$ cat src/rtl/spi_reg_pkg.sv
// spi_reg_pkg: state encoding, status magic and helpers shared by the SPI register controller files
package spi_reg_pkg;
  typedef enum logic [2:0] {IDLE, WRITE, READ_TURN, READ, DISCARD} state_e;
  localparam logic [3:0] STATUS_MAGIC = 4'hA;
  function automatic int cmd_write_bit(input int word_bits);
    return word_bits - 1;
  endfunction
  function automatic logic [7:0] status_word(input logic err);
    return {STATUS_MAGIC, 3'b000, err};
  endfunction
endpackage

$ cat src/rtl/spi_reg_bank.sv
// spi_reg_bank: NUM_REGS x WORD_BITS register file with one write port, one async read port and flat export
//   clk, rst_n        : clock, async active-low reset (all regs -> RESET_VALUE)
//   we_i/widx_i/wdata_i : write enable, index, data
//   ridx_i/rdata_o    : combinational read port
//   regs_flat_o       : reg i at [i*WORD_BITS +: WORD_BITS]
module spi_reg_bank
  import spi_reg_pkg::*;
#(
  parameter int WORD_BITS = 8,
  parameter int NUM_REGS = 16,
  parameter logic [WORD_BITS-1:0] RESET_VALUE = '0,
  localparam int ADDR_BITS = $clog2(NUM_REGS)
) (
  input  logic                          clk,
  input  logic                          rst_n,
  input  logic                          we_i,
  input  logic [ADDR_BITS-1:0]          widx_i,
  input  logic [WORD_BITS-1:0]          wdata_i,
  input  logic [ADDR_BITS-1:0]          ridx_i,
  output logic [WORD_BITS-1:0]          rdata_o,
  output logic [NUM_REGS*WORD_BITS-1:0] regs_flat_o
);
  logic [WORD_BITS-1:0] regs_q [NUM_REGS];
  always_ff @(posedge clk or negedge rst_n)
    if (!rst_n) for (int k = 0; k < NUM_REGS; k++) regs_q[k] <= RESET_VALUE;
    else if (we_i) regs_q[widx_i] <= wdata_i;
  assign rdata_o = regs_q[ridx_i];
  for (genvar i = 0; i < NUM_REGS; i++) begin : g_flat
    assign regs_flat_o[i*WORD_BITS +: WORD_BITS] = regs_q[i];
  end
endmodule

$ cat src/rtl/spi_reg_controller.sv
// spi_reg_controller: frame-level SPI register controller (command/address/burst decode, status turnaround)
//   clk, rst_n             : system clock, async active-low reset
//   cs_i                   : raw chip select (1 = deselected), synchronized internally
//   word_ready_i           : one-cycle pulse from the shifter, data_word_received_i valid with it
//   data_word_to_send_o    : next word the shifter loads
//   regs_flat_o            : register bank export
//   wr_strobe_o/wr_index_o : one-cycle pulse and index after an SPI register write
//   frame_error_o          : sticky out-of-range command flag
module spi_reg_controller
  import spi_reg_pkg::*;
#(
  parameter int WORD_BITS = 8,
  parameter int NUM_REGS = 16,
  parameter logic [WORD_BITS-1:0] RESET_VALUE = '0,
  localparam int ADDR_BITS = $clog2(NUM_REGS)
) (
  input  logic                          clk,
  input  logic                          rst_n,
  input  logic                          cs_i,
  input  logic                          word_ready_i,
  input  logic [WORD_BITS-1:0]          data_word_received_i,
  output logic [WORD_BITS-1:0]          data_word_to_send_o,
  output logic [NUM_REGS*WORD_BITS-1:0] regs_flat_o,
  output logic                          wr_strobe_o,
  output logic [ADDR_BITS-1:0]          wr_index_o,
  output logic                          frame_error_o
);
  localparam int WB = cmd_write_bit(WORD_BITS);
  // command bits between the address field and the write bit must be zero
  localparam logic [WORD_BITS-1:0] MID_MASK =
    {1'b0, {(WORD_BITS-1){1'b1}}} & ~{{(WORD_BITS-ADDR_BITS){1'b0}}, {ADDR_BITS{1'b1}}};
  state_e state_q, state_d;
  logic cs_meta_q, cs_s_q, armed_q;
  logic [1:0] vld_q;
  logic [ADDR_BITS-1:0] addr_q, addr_d, wr_index_q, wr_index_d, cmd_addr, ridx;
  logic [WORD_BITS-1:0] rd_q, rd_d, rdata;
  logic err_q, err_d, wr_strobe_q, wr_strobe_d;
  logic acc, cmd_oor, cmd_wr, we;
  assign acc = word_ready_i && !cs_s_q && armed_q;
  assign cmd_addr = data_word_received_i[ADDR_BITS-1:0];
  assign cmd_oor = |(data_word_received_i & MID_MASK);
  assign cmd_wr = data_word_received_i[WB];
  assign we = acc && state_q == WRITE;
  assign ridx = state_q == IDLE ? cmd_addr : addr_q + ADDR_BITS'(1);
  spi_reg_bank #(
    .WORD_BITS(WORD_BITS),
    .NUM_REGS(NUM_REGS),
    .RESET_VALUE(RESET_VALUE)
  ) u_bank (
    .clk(clk),
    .rst_n(rst_n),
    .we_i(we),
    .widx_i(addr_q),
    .wdata_i(data_word_received_i),
    .ridx_i(ridx),
    .rdata_o(rdata),
    .regs_flat_o(regs_flat_o)
  );
  // the sync flops reset to 1, so vld_q marks when cs_s_q reflects a real sample;
  // armed_q then requires a genuine deselect before the first frame after reset
  always_ff @(posedge clk or negedge rst_n)
    if (!rst_n) begin
      {cs_s_q, cs_meta_q} <= 2'b11;
      vld_q <= 2'b00;
      armed_q <= 1'b0;
    end else begin
      {cs_s_q, cs_meta_q} <= {cs_meta_q, cs_i};
      vld_q <= {vld_q[0], 1'b1};
      armed_q <= armed_q | (cs_s_q & vld_q[1]);
    end
  always_ff @(posedge clk or negedge rst_n)
    if (!rst_n) state_q <= IDLE;
    else state_q <= state_d;
  always_comb begin
    state_d = state_q;
    if (cs_s_q) state_d = IDLE;
    else if (acc && state_q == IDLE) state_d = cmd_oor ? DISCARD : cmd_wr ? WRITE : READ_TURN;
    else if (acc && state_q == READ_TURN) state_d = READ;
  end
  always_comb begin
    addr_d = addr_q;
    rd_d = rd_q;
    err_d = err_q;
    wr_strobe_d = we;
    wr_index_d = we ? addr_q : wr_index_q;
    if (acc) begin
      addr_d = state_q == IDLE ? cmd_addr : addr_q + ADDR_BITS'(1);
      rd_d = rdata;
      err_d = (state_q == IDLE && cmd_oor) | (err_q & (state_q != READ_TURN));
    end
    data_word_to_send_o = (cs_s_q || state_q == IDLE) ? WORD_BITS'(status_word(err_q)) :
                          (state_q == READ_TURN || state_q == READ) ? rd_q : '0;
  end
  always_ff @(posedge clk or negedge rst_n)
    if (!rst_n) begin
      addr_q <= '0;
      rd_q <= '0;
      err_q <= 1'b0;
      wr_strobe_q <= 1'b0;
      wr_index_q <= '0;
    end else begin
      addr_q <= addr_d;
      rd_q <= rd_d;
      err_q <= err_d;
      wr_strobe_q <= wr_strobe_d;
      wr_index_q <= wr_index_d;
    end
  assign wr_strobe_o = wr_strobe_q;
  assign wr_index_o = wr_index_q;
  assign frame_error_o = err_q;
endmodule

$ cat config.mk
export PLATFORM = sky130hd
export DESIGN_NAME = spi_reg_controller
export DESIGN_NICKNAME = d
export VERILOG_FILES = /design/src/rtl/spi_reg_pkg.sv /design/src/rtl/spi_reg_bank.sv /design/src/rtl/spi_reg_controller.sv
export SDC_FILE = /design/constraint.sdc
export NUM_CORES = 1
export LEC_CHECK = 0
export CORE_MARGIN = 2
export CORE_UTILIZATION = 35
export CTS_BUF_LIST = sky130_fd_sc_hd__clkbuf_4 sky130_fd_sc_hd__clkbuf_8 sky130_fd_sc_hd__clkbuf_16
export CTS_CLUSTER_SIZE = 16
export DETAILED_ROUTE_END_ITERATION = 10
export GPL_TIMING_DRIVEN = 0
export RECOVER_POWER = 50
export SKIP_CTS_REPAIR_TIMING = 1
export SLEW_MARGIN = 10
export SYNTH_ARGS = -nofsm -noshare
export SYNTH_HDL_FRONTEND = slang
export SYNTH_HIERARCHICAL = 1
export SYNTH_SLANG_ARGS = --single-unit
$ cat constraint.sdc
create_clock -name clk -period 4.75 [get_ports clk]
set_input_delay 0.95 -clock clk [delete_from_list [all_inputs] [get_ports clk]]
set_output_delay 0.95 -clock clk [all_outputs]
set_load 0.1 [all_outputs]
**Word-level counts from Yosys, hierarchy flattened**

Cells that the tools add are included.

- Add/sub/neg operators: 1
- Magnitude comparators: 3
- Eq/ne operators: 4
- Muxes and demuxes: 14
- Bitwise logic cells: 6
- Reduce and logical (&&, ||, !) cells: 13

Operator list:

| kind | count |
|---|---|
| bitwise mux 128 bit | 1 |
| 2-to-1 mux 8 bit | 5 |
| binary-select mux 8 bit (select 4 bit) | 1 |
| demux 8 bit (select 4 bit) | 1 |
| 2-to-1 mux 3 bit | 4 |
| >= comparator 5 bit (second input constant) | 2 |
| inverter 4 -> 5 bit | 2 |
| logical AND 1 bit | 7 |
| == test 3 x 2 -> 1 bit (second input constant) | 2 |
| less-than comparator 5 x 1 -> 1 bit (second input constant) | 1 |
| adder 4 x 1 -> 4 bit (second input constant) | 1 |
| 2-to-1 mux 4 bit | 1 |
| == test 3 x 1 -> 1 bit (second input constant) | 1 |
| zero test 3 bit | 1 |
| inequality test 3 x 2 -> 1 bit (second input constant) | 1 |
| nonzero test 3 bit | 1 |
| OR reduction 3 bit | 1 |
| bitwise AND 1 bit | 2 |
| logical OR 1 bit | 2 |
| 2-to-1 mux 2 bit | 1 |
| bitwise OR 1 bit | 2 |
| zero test 1 bit | 1 |

- Register bits: 154
- Input port bits: 12
- Output and inout bits: 142
- Word-level logic and storage cells: 67

**Depth between registers and ports, before layout**

- Depth after elaboration: 7
- Depth in mapped cells: 10
- Depth with buffers taken out: 7

**Cells and area by module**

Netlist, hierarchy kept.

By module, submodules not included:

| module | times used | cells an instance | area each (sq um) | sequential area each (sq um) |
|---|---|---|---|---|
| spi_reg_bank | 1 | 365 | 5915.7 | 3203.1 |
| spi_reg_controller | 1 | 102 | 1201.2 | 653.1 |

**Worst setup path after synthesis**

No wires, ideal clock.

- Kind: flip-flop to output port
- From: register err_q, in the netlist frame_error_o
- To: output port data_word_to_send_o[0]
- Arrival time: 3.277 ns
- Required time: 3.800 ns
- Path slack: 0.523 ns
- Cell stages (with the launch flop): 3
- Path buffers: 0
- Path through: dfrtp_1 a22oi_1 o21ai_0

- Cells in the longest elaborated chain, start to end: 1

RTL lines:

| item | RTL line | text |
|---|---|---|
| from (decl) | spi_reg_controller.sv:37 | `logic err_q, err_d, wr_strobe_q, wr_strobe_d;` |
| from (signal assigned) | spi_reg_controller.sv:104 | `err_q <= err_d;` |
| 2-to-1 mux 8 bit | spi_reg_controller.sv:91 | `data_word_to_send_o = (cs_s_q \|\| state_q == IDLE) ? WORD_BITS'(status_word(err_q)) :` |
| to (decl) | spi_reg_controller.sv:22 | `output logic [WORD_BITS-1:0] data_word_to_send_o,` |

Every way passes these cells.

**Worst setup path in the final report**

- From: register state_q[1]
- To: output port data_word_to_send_o[5]

- Cells in the longest elaborated chain, start to end: 4
- Elaborated cells between the ends (all ways): 7
- Classes of those cells: 2 x eq/ne; 2 x mux; 3 x reduce/logical

RTL lines:

| item | RTL line | text |
|---|---|---|
| from (decl) | spi_reg_controller.sv:32 | `state_e state_q, state_d;` |
| from (signal assigned) | spi_reg_controller.sv:73 | `else state_q <= state_d;` |
| == test 3 x 2 -> 1 bit | spi_reg_controller.sv:92 | `(state_q == READ_TURN \|\| state_q == READ) ? rd_q : '0;` |
| logical OR 1 bit | spi_reg_controller.sv:92 |  |
| 2-to-1 mux 8 bit | spi_reg_controller.sv:92 |  |
| 2-to-1 mux 8 bit * | spi_reg_controller.sv:91 |  |

Every way passes the cells marked *; elsewhere a longest branch is shown, timed or not.

==> impl_results.md <==
- WL/cell: 22.5 um
- Die Footprint: 0.0215 sq mm
- Yosys warns: 6
- TritonCTS clock tree: done
- Max Slew Vio Count: 45
- Peak supply drop: 0.000263 V
- Final HPWL from detailed placement: 14,900 um
- Routed Antenna Nets: 0
- Yosys reg bits: 154
- Total iterations of the first detailed-routing run: 4
- Min cycle time layout: 3.89 ns
- Critical Path RT: 3.80 ns
- Initial core utilization: 0.354
- Clk_skew: 0.00999 ns
- Diodes inserted: 0
- Post-Syn Nets: 480
- 1st-iter DRT viols: 304
- Slew @ Worst Pin: 2.57 ns
- Clk Latency, worst-skew pair: 0.43 ns
- IO Count: 154
- Synth Area per Inst: 15.2 sq um
- Site Rows: 52
- Sequential element share of the synthesized area: 0.542
- CP startpoint kind: flop
- Final setup fails: 0
- RSZ-0062 raised after global routing: no
- Area grow syn2layout: 34.7%
- Crit-path leading delay family: buffers and inverters
- Die height: 147 um
- # fillers: 1,764
- Vias/cell: 5.20
- DRC violations left: 0
- Failing checks: max-capacitance violations, max-slew violations
- Worst Path Arrival: 2.94 ns
- Max-Cap Viols: 1
- Fmax achieved: 257 MHz
- PD cells: 356 mW/mm^2
- Global-route wire length before repair: 31,500 um
- Asr flop ratio synth: 1.00
- Global route overflow: 0
- Vias in the first global route: 5,150
- Critical path fanouts, max: 10
- Status: finished, violations left
- Worst setup EP type: output port
- Overall Global Routing Usage: 0.198
- Clock-pin slew on the worst setup and hold paths: 0.06 ns
- Clk root buf: clkbuf_16
- WP buf/inv: 2
- Post-synth top flop: dfrtp_1
- Rel. slew slack: -0.714
- I/O Buffers: 153
- Initial antenna violation count: 0
- Clock Sinks: 154
- CTS HTree Levels: 4
- Core area: 0.0201 sq mm
- TritonCTS buffer count: 17
- EDFF count, synth: 0
- Slowest cell on crit path: clkdlybuf4s50_1
- Worst setup path category: flop to output port
- Area of the mapped netlist: 0.00712 sq mm
- Hold WC Path Type: flop to flop
- Layout Utilization: 0.477
- GPL Wtd Cong: 0.816
- CTS max path bufs: 2
- Final instance count without filler cells: 923
- Synth cell types: 44
- Final Total Pwr: 3.42 mW
- Fin crit share: 0.820
- Layout cells sized above 1: 0.369
- Chip width: 147 um
- Post-Route WL: 20,800 um
- Slowest Stage Delay on Critical Path: 1.20 ns
- Largest net degree at the start of global routing: 111
- Placed insts: 891
- Hold Fails Final Rpt: 0
- Leak: 4.50 nW
- Via count: 4,804
- Fin nets: 653
- Syn Inst Count: 467
- Critical path cell sequence: clkbuf_1 -> nor2_1 -> a21oi_1 -> o21ai_0 -> clkdlybuf4s50_1
cell type report:
type,instances,area [sq um],area share
Sequential cell,154,3860,0.402
Timing Repair Buffer,154,1550,0.162
Multi-Input combinational cell,281,3090,0.323
Clock buffer,21,468,0.0488
Buffer,28,138,0.0144
Inverter,4,15.0,0.00157
Clock inverter,11,121,0.0127
Tap cell,270,338,0.0353
synthesized netlist by cell type (2+ instances only):
library cell	instances	area share
mux2_4	8	0.017
nand3_1	3	0.0021
o21ai_0	4	0.0028
clkbuf_1	13	0.0069
dfrtp_1	152	0.53
nor3_4	3	0.0069
buf_4	2	0.0021
and3_1	6	0.0053
a21oi_1	9	0.0063
nand2_1	13	0.0069
a22oi_1	17	0.018
xnor2_1	2	0.0025
nor2b_1	3	0.0026
nand3b_1	2	0.0021
buf_2	8	0.0056
nor2_1	4	0.0021
or3_1	4	0.0035
nor3_2	4	0.0056
dfstp_2	2	0.0074
and2_1	2	0.0018
nor4_1	2	0.0018
nor2_2	7	0.0062
a31oi_1	5	0.0044
mux4_2	32	0.10
nand2b_4	2	0.0039
inv_1	4	0.0021
buf_1	2	0.0011
o22a_2	2	0.0028
mux2_2	134	0.21
buf_6	2	0.0032
registers in the layout, indices dropped and copies added, names as in the netlist:
name	cells
state_q	3
cs_meta_q	1
frame_error_o	1
wr_index_o	4
cs_s_q	1
u_bank/regs_flat_o	128
addr_q	4
armed_q	1
vld_q	2
wr_strobe_o	1
rd_q	8
routing by layer:
layer  GRT usage  share of wire  vias up
met1       0.265           0.43     2537
met4      0.0675          0.013        0
li1            -              -     2111
met3      0.0400          0.059       16
met5           0              0        -
met2       0.322           0.50      140
stage by stage:
stage / cell area (sq um) / hold slack, ns / setup WS [ns] / TNS, ns
3_3_place_gp: 8990 / 0.333 / -3.43 / -521.20
2_1_floorplan: 7120 / 0.331 / 0.523 / 0
3_5_place_dp: 9020 / 0.336 / 0.854 / 0
5_1_grt: 9580 / 0.365 / 0.725 / 0
6_report: 9580 / 0.349 / 0.857 / 0
4_1_cts: 9610 / 0.352 / 0.890 / 0
worst paths after layout:
| path | startpoint | endpoint | slack, ns | cells after the start |
|---|---|---|---|---|
| max | state_q[1]$_DFFE_PN0P_ | data_word_to_send_o[5] | 0.86 | 5 |
| min | vld_q[0]$_DFF_PN0_ | vld_q[1]$_DFF_PN0_ | 0.35 | 0 |
| max reg2reg | state_q[0]$_DFFE_PN0P_ | rd_q[1]$_DFFE_PN0N_ | 1.70 | 7 |
| min reg2reg | vld_q[0]$_DFF_PN0_ | vld_q[1]$_DFF_PN0_ | 0.35 | 0 |
| max in group asynchronous | rst_n | addr_q[2]$_DFFE_PN0N_ | 1.92 | 2 |
| min in group asynchronous | rst_n | u_bank/regs_flat_o[106]$_DFFE_PN0P_ | 1.33 | 1 |
worst reg2reg max path, delay by kind of cell (launching register included):
family	cells	cell delay, ns
AO/OA/AOI/OAI	1	0.27
buffers and inverters	1	0.74
flip-flops	1	0.46
multiplexers	3	1.02
AND/OR/NAND/NOR	2	0.45
power by group:
part           switching (mW)  internal [mW]  leakage (nW)  total [mW]
combinational           0.476          0.190          2.11       0.666
clock                   0.538          0.810         0.278        1.35
sequential             0.0478           1.35          2.11        1.40
layout by cell type, fill, tap and decap left out, types with 3 or more instances in the layout:
cell type,Yosys,routed
buf_2,8,7
a22oi_1,17,17
or3_1,4,4
nor2_2,7,7
a21oi_1,9,9
nor2_1,4,4
and3_1,6,6
clkbuf_1,13,15
a31oi_1,5,5
dlygate4sd3_1,0,57
dfrtp_1,152,152
nand2_1,13,13
nand3b_1,2,3
mux2_2,134,134
mux2_4,8,8
nand3_1,3,3
nor2b_1,3,3
nor3_2,4,4
mux4_2,32,32
clkbuf_16,0,17
o21ai_0,4,4
clkdlybuf4s50_1,0,95
inv_1,4,4
nor3_4,3,3
clkinv_2,0,3
clkinvlp_4,0,5
kinds of logic after synthesis:
logic type      Yosys count  synth area share
other cells               1          0.000527
flops                   154             0.542
xor+xnor                  2           0.00246
buf+inv                  32            0.0216
simple gates             62            0.0626
compound gates           40            0.0376
fa+ha+maj                 1           0.00176
mux                     175             0.332
(Power assumes the default switching activity.)
